<file path="src/rtl/triangle_fetch_unit.sv">
// triangle_fetch_unit: burst-reads one triangle (TRI_WORDS words) from the scene BRAM,
// assembles the words into a flat vector and returns it with a one-cycle tri_ready strobe.
// One request in flight at a time; the BRAM read latency is fixed by RD_LAT.
// Optional single-entry result cache is built when TRI_FETCH_CACHE_EN is defined;
// without it the flush input has no effect.
module triangle_fetch_unit #(
  parameter int WORD_W     = 32,
  parameter int TRI_WORDS  = 9,
  parameter int ADDR_W     = 12,
  parameter int MEM_ADDR_W = 16,
  parameter int MAX_TRIS   = 1024,
  parameter int RD_LAT     = 2
) (
  input  logic                        clk,
  input  logic                        rst,
  input  logic                        req_valid,
  input  logic [ADDR_W-1:0]           req_addr,
  output logic                        req_ready,
  output logic                        mem_en,
  output logic [MEM_ADDR_W-1:0]       mem_addr,
  input  logic [WORD_W-1:0]           mem_rdata,
  output logic                        tri_ready,
  output logic                        tri_err,
  output logic [TRI_WORDS*WORD_W-1:0] tri_data,
  input  logic                        flush
);

  localparam int K_W    = (TRI_WORDS > 1) ? $clog2(TRI_WORDS) : 1;
  localparam int DATA_W = TRI_WORDS * WORD_W;
  localparam logic [K_W-1:0] K_LAST = K_W'(TRI_WORDS - 1);

  typedef enum logic [1:0] {
    S_IDLE  = 2'd0,
    S_ISSUE = 2'd1,
    S_DRAIN = 2'd2,
    S_DONE  = 2'd3
  } state_t;

  // FSM state and registered outputs
  state_t                  state_q, state_d;
  logic                    req_ready_q, req_ready_d;
  logic                    mem_en_q, mem_en_d;
  logic [MEM_ADDR_W-1:0]   mem_addr_q, mem_addr_d;
  logic [K_W-1:0]          k_q, k_d;
  logic [ADDR_W-1:0]       idx_q, idx_d;
  logic                    tri_ready_q, tri_ready_d;
  logic                    tri_err_q, tri_err_d;
  logic [DATA_W-1:0]       tri_data_q, tri_data_d;

  // Read-tag pipeline: one {valid, k} tag per outstanding BRAM read
  logic [RD_LAT-1:0]          pipe_vld_q, pipe_vld_d;
  logic [RD_LAT-1:0][K_W-1:0] pipe_k_q, pipe_k_d;

  // Staging register collecting returned words until the burst is complete
  logic [DATA_W-1:0] staging_q, staging_d;

  logic                  accept;
  logic                  in_range;
  logic                  hit;
  logic                  fill;
  logic                  older_busy;
  logic                  exit_vld;
  logic [K_W-1:0]        exit_k;
  logic [MEM_ADDR_W-1:0] base_addr;

  assign req_ready = req_ready_q;
  assign mem_en    = mem_en_q;
  assign mem_addr  = mem_addr_q;
  assign tri_ready = tri_ready_q;
  assign tri_err   = tri_err_q;
  assign tri_data  = tri_data_q;

  assign accept    = req_valid & req_ready_q;
  assign in_range  = (32'(req_addr) < 32'(MAX_TRIS));
  assign base_addr = MEM_ADDR_W'(req_addr) * MEM_ADDR_W'(TRI_WORDS);

  // The tag leaving the last pipeline stage lines up with mem_rdata
  assign exit_vld = pipe_vld_q[RD_LAT-1];
  assign exit_k   = pipe_k_q[RD_LAT-1];

  genvar gi;

  // Tag pipeline next-state: stage 0 captures the read issued this cycle
  generate
    for (gi = 0; gi < RD_LAT; gi++) begin : g_tag
      if (gi == 0) begin : g_head
        assign pipe_vld_d[gi] = mem_en_q;
        assign pipe_k_d[gi]   = k_q;
      end else begin : g_body
        assign pipe_vld_d[gi] = pipe_vld_q[gi-1];
        assign pipe_k_d[gi]   = pipe_k_q[gi-1];
      end
    end
  endgenerate

  // Staging next-state: a returning word lands in the slot named by its tag
  generate
    for (gi = 0; gi < TRI_WORDS; gi++) begin : g_stage
      assign staging_d[gi*WORD_W +: WORD_W] =
        (exit_vld && (exit_k == K_W'(gi))) ? mem_rdata : staging_q[gi*WORD_W +: WORD_W];
    end
  endgenerate

  // Any read still in flight other than the one returning this cycle
  always_comb begin
    older_busy = 1'b0;
    for (int i = 0; i < RD_LAT - 1; i++) begin
      older_busy = older_busy | pipe_vld_q[i];
    end
  end

`ifdef TRI_FETCH_CACHE_EN
  logic              cache_valid_q, cache_valid_d;
  logic [ADDR_W-1:0] cache_idx_q, cache_idx_d;

  // A flush on the accept edge forces a miss even for a matching index
  assign hit = cache_valid_q & (req_addr == cache_idx_q) & ~flush;

  // Cache entry update: flush beats a simultaneous fill
  always_comb begin
    cache_valid_d = cache_valid_q;
    cache_idx_d   = cache_idx_q;
    if (fill) begin
      cache_valid_d = 1'b1;
      cache_idx_d   = idx_q;
    end
    if (flush) begin
      cache_valid_d = 1'b0;
    end
  end

  // Cache entry registers; tri_data itself holds the cached triangle
  always_ff @(posedge clk) begin
    if (rst) begin
      cache_valid_q <= 1'b0;
      cache_idx_q   <= '0;
    end else begin
      cache_valid_q <= cache_valid_d;
      cache_idx_q   <= cache_idx_d;
    end
  end
`else
  logic unused_ok;

  assign hit       = 1'b0;
  assign unused_ok = flush ^ fill ^ (^idx_q);
`endif

  // FSM next-state and registered-output logic
  always_comb begin
    state_d     = state_q;
    req_ready_d = req_ready_q;
    mem_en_d    = 1'b0;
    mem_addr_d  = mem_addr_q;
    k_d         = k_q;
    idx_d       = idx_q;
    tri_ready_d = 1'b0;
    tri_err_d   = 1'b0;
    tri_data_d  = tri_data_q;
    fill        = 1'b0;

    case (state_q)
      S_IDLE, S_DONE: begin
        state_d     = S_IDLE;
        req_ready_d = 1'b1;
        if (accept) begin
          idx_d = req_addr;
          if (!in_range) begin
            // Out of range: report immediately, leave tri_data alone
            state_d     = S_DONE;
            tri_ready_d = 1'b1;
            tri_err_d   = 1'b1;
          end else if (hit) begin
            // Cached: tri_data already holds this triangle
            state_d     = S_DONE;
            tri_ready_d = 1'b1;
          end else begin
            state_d     = S_ISSUE;
            req_ready_d = 1'b0;
            mem_en_d    = 1'b1;
            mem_addr_d  = base_addr;
            k_d         = '0;
          end
        end
      end

      S_ISSUE: begin
        if (k_q == K_LAST) begin
          state_d = S_DRAIN;
        end else begin
          mem_en_d   = 1'b1;
          mem_addr_d = mem_addr_q + MEM_ADDR_W'(1);
          k_d        = k_q + K_W'(1);
        end
      end

      S_DRAIN: begin
        // The last outstanding word returns this cycle; publish including it
        if (!older_busy) begin
          state_d     = S_DONE;
          req_ready_d = 1'b1;
          tri_ready_d = 1'b1;
          tri_data_d  = staging_d;
          fill        = 1'b1;
        end
      end

      default: begin
        state_d     = S_IDLE;
        req_ready_d = 1'b1;
      end
    endcase
  end

  // FSM state and registered outputs
  always_ff @(posedge clk) begin
    if (rst) begin
      state_q     <= S_IDLE;
      req_ready_q <= 1'b1;
      mem_en_q    <= 1'b0;
      mem_addr_q  <= '0;
      k_q         <= '0;
      idx_q       <= '0;
      tri_ready_q <= 1'b0;
      tri_err_q   <= 1'b0;
      tri_data_q  <= '0;
    end else begin
      state_q     <= state_d;
      req_ready_q <= req_ready_d;
      mem_en_q    <= mem_en_d;
      mem_addr_q  <= mem_addr_d;
      k_q         <= k_d;
      idx_q       <= idx_d;
      tri_ready_q <= tri_ready_d;
      tri_err_q   <= tri_err_d;
      tri_data_q  <= tri_data_d;
    end
  end

  // Tag pipeline; reset drops every tag so late BRAM data is ignored
  always_ff @(posedge clk) begin
    if (rst) begin
      pipe_vld_q <= '0;
      pipe_k_q   <= '0;
    end else begin
      pipe_vld_q <= pipe_vld_d;
      pipe_k_q   <= pipe_k_d;
    end
  end

  // Staging register for words of the burst in progress
  always_ff @(posedge clk) begin
    if (rst) begin
      staging_q <= '0;
    end else begin
      staging_q <= staging_d;
    end
  end

endmodule

</file>
<file path="config.mk">
export PLATFORM = sky130hd
export DESIGN_NAME = triangle_fetch_unit
export DESIGN_NICKNAME = d
export VERILOG_FILES = /design/src/rtl/triangle_fetch_unit.sv
export SDC_FILE = /design/constraint.sdc
export NUM_CORES = 1
export LEC_CHECK = 0
export CAP_MARGIN = 30
export CORE_MARGIN = 5
export CORE_UTILIZATION = 33
export DETAILED_ROUTE_END_ITERATION = 16
export PLACE_DENSITY = 0.51
export SLEW_MARGIN = 40
export SYNTH_ARGS = -nofsm -noshare
export SYNTH_HDL_FRONTEND = slang
export SYNTH_SLANG_ARGS = --single-unit
</file>
<file path="constraint.sdc">
create_clock -name clk -period 6.3 [get_ports clk]
set_clock_uncertainty 0.1 [all_clocks]
set_input_delay 0.63 -clock clk [delete_from_list [all_inputs] [get_ports clk]]
set_output_delay 0.63 -clock clk [all_outputs]
set_load 0.02 [all_outputs]
</file>
==> reports/qor.csv <==
metric,value,unit
result_of_the_run,finished clean,
hold_viol,0,
timing.setup.critical_path_class,reg -> reg,
grt_first_pass_wirelength,99200,um
leading_cell_type_in_the_layout_fill_and_taps_excluded,dfxtp_1,
core_region_area,65900,sq um
power.share.combinational,34.4,%
critical_path.top_delay_family,buffers and inverters,
tritoncts_num_sinks,612,
die_area,71800,sq um
min_delay_worst_endpoint,exit_k[1],
grt_remaining_overflow,0,
clock_latency,0.59,ns
finalNetCount,2515,
drt_pass1_iterations,5,
post_cts.resized_instances,0,
root_driver,clkbuf_16,
hpwl_detailed,43600,um
worstHoldPathType,reg -> reg,
route.final.wire_length,68300,um
wire_per_inst,20.4,um
setup_viol_count_final,0,
unrepaired_setup_endpoints_after_global_routing,false,
layout.cells.most_common_list,"dfxtp_1 (612), nor2_1 (591), clkdlybuf4s50_1 (323)",
tritoncts.num_buffers,67,
r2r-end,tri_data[146],
syn-mean-instance-area,9.97,sq um
tritoncts_clock_tree,done,
reg_clk_slew_reported_paths,0.06,ns
num_rows,94,
path_depth,7,
dpl_cell_area,25900,sq um
synth_fp_nets,2275,
power_switching_share,35.1,%
die_w,268,um
synth_ff_type,dfxtp_1,
crit_buf_inv,3,
crit-reg2reg-launch,state_q[0],
postSynth.asyncResetShare,0,%
number_of_global_route_vias_before_repair,15191,
flip_flop_and_latch_count_after_synthesis,612,
insertedDiodeCount,0,
antenna_violation_net_count_after_detailed_routing,0,
rrSetupSlack,3.53,ns
maxCapViolCount,0,
post_route_cells_drive_above_1_share,7.27,%
post_synth_inst_count,2203,
setup-tns-final,0,ns
via_count,16411,
p_int,8780,uW
timing.critical_path.to_type,flip-flop,
area_delta_synth_final,27.6,%
cp_data_required_time,6.70,ns
finalCritPeriodShare,44.0,%
drc_errors,0,
io_buffer_count,354,
synth.yosys.warnings,0,
post_cts.repair.setup_buffers,0,
maximum_number_of_pins_on_one_net_before_global_route_repair,157,
crit_path_max_incr_delay,0.58,ns
grt_antenna_before_repair,5,
crit_path_start_kind,flip-flop,
die_height,268,um
highest_delay_cell_along_the_critical_path,nor2b_4,
worstPathCellList,"inv_1, ha_1, nor2b_4, buf_4, buf_12, nor2_1, a211oi_1",
power_density,483,nW/um^2
synth.yosys.seq_area_share,55.8,%
finish.utilization,42.5,%
netlist-cell-type-count,64,
worstPathArrival,3.18,ns
slew_headroom,50.2,%
synth_enable_flop_cells,0,
cts_hold_buf,0,
power.switching,4760,uW
finalHoldWorstSlack,0.354,ns
worstRegToRegCells,7,
post_drt_via_cell_ratio,4.89,
grt_use_total,18.3,%
critical_hold_path_startpoint,pipe_k_d[5],
finalMaxSlewViolations,0,
max_freq,0.360,GHz
top_level_i_o_count,356,
floorplan.initialDensity,33.3,%
vdd_drop_max,0.199,mV
finalWorstPathRequiredPeriod,2.77,ns
stdcell_area,28000,sq um
hold_crit_depth,1,
total_leakage_power,0.0107,uW
pwr-share-clk,28.2,%
clock_tree.buffer_depth,3,
detailedRoute.firstIterationViolations,1059,
cts-htree-levels,3,
critical_path.max_fanout,156,
worst-slew-pin-transition,0.747,ns
sequentialPowerShare,37.4,%
gp_congestion,0.786,
synth.cell_area,22000,sq um
-- per-layer routing --
layer	share of wire (%)	track usage (%)	wire, um
met3	5.8	4.29	3960
met1	46	24.9	31500
met5	0	0	0
met4	2.1	5.14	1400
met2	46	29.2	31500
-- stage by stage --
stage / cells / worst slack, ns / power [uW]
detailed placement: 3238 / 3.02 / 9860
global route: 3354 / 3.27 / 14300
finish: 3354 / 3.53 / 13500
CTS: 3354 / 3.53 / 13700
floorplan: 2203 / 3.77 / 7670
global placement: 3233 / 3.07 / 9780
-- how the worst max path moves through the flow --
stage | endpoint | from | slack [ns]
after floorplan | mem_addr[12] | req_addr[1] | 3.77
after global placement | mem_addr[12] | req_addr[1] | 3.07
after detailed placement | mem_addr[12] | req_addr[1] | 3.02
after CTS | tri_data[146] | state_q[1] | 3.53
after global routing | tri_data[281] | state_q[0] | 3.27
final | tri_data[146] | state_q[0] | 3.53
-- state kept, by name, summed over array words and instances (netlist names) --
register    count
pipe_vld_q      2
tri_data      288
state_q         2
tri_ready       1
mem_en          1
k_q             4
pipe_k_d        4
tri_err         1
staging_q     288
req_ready       1
mem_addr       16
exit_k          4
-- area by class of cell --
type                            instances  area [sq um]
Inverter                               14          52.6
Fill cell                            6396         37800
Multi-Input combinational cell       1371          8780
Sequential cell                       612         12300
Clock inverter                         20           159
Timing Repair Buffer                  377          3700
Tap cell                              864          1080
Clock buffer                           96          1990
-- synthesized netlist by cell type, drive strengths merged (3+ instances only) --
cell | count | area (sq um)
a211oi | 292 | 2190
a21oi | 21 | 105
a311oi | 7 | 61.3
a31oi | 6 | 37.5
and3 | 4 | 26.3
buf | 58 | 348
clkbuf | 148 | 567
dfxtp | 612 | 12300
ha | 23 | 288
inv | 14 | 52.6
mux2i | 289 | 2890
nand2 | 24 | 97.6
nand3 | 14 | 82.6
nand3b | 6 | 48.8
nand4 | 3 | 18.8
nor2 | 594 | 2240
nor2b | 10 | 62.6
nor3 | 8 | 40.0
nor3b | 3 | 27.5
o211ai | 3 | 36.3
o21ai | 22 | 110
or3 | 5 | 31.3
xor2 | 3 | 26.3
-- cell families after synthesis --
group	Yosys count	synth area share, %
mux	289	13.2
simple gates	681	12.6
buf+inv	220	4.40
fa+ha+maj	24	1.40
compound gates	372	12.5
xor+xnor	5	0.199
flops	612	55.8
-- power by group through the flow --
stage          clock network, uW  logic (uW)  registers [uW]
2_1_floorplan                  0        1700            5970
3_3_place_gp                   0        4650            5130
3_5_place_dp                   0        4700            5160
4_1_cts                     3930        4710            5080
5_1_grt                     4100        5000            5170
6_report                    3810        4650            5070
Power figures use the tool's default switching activity.
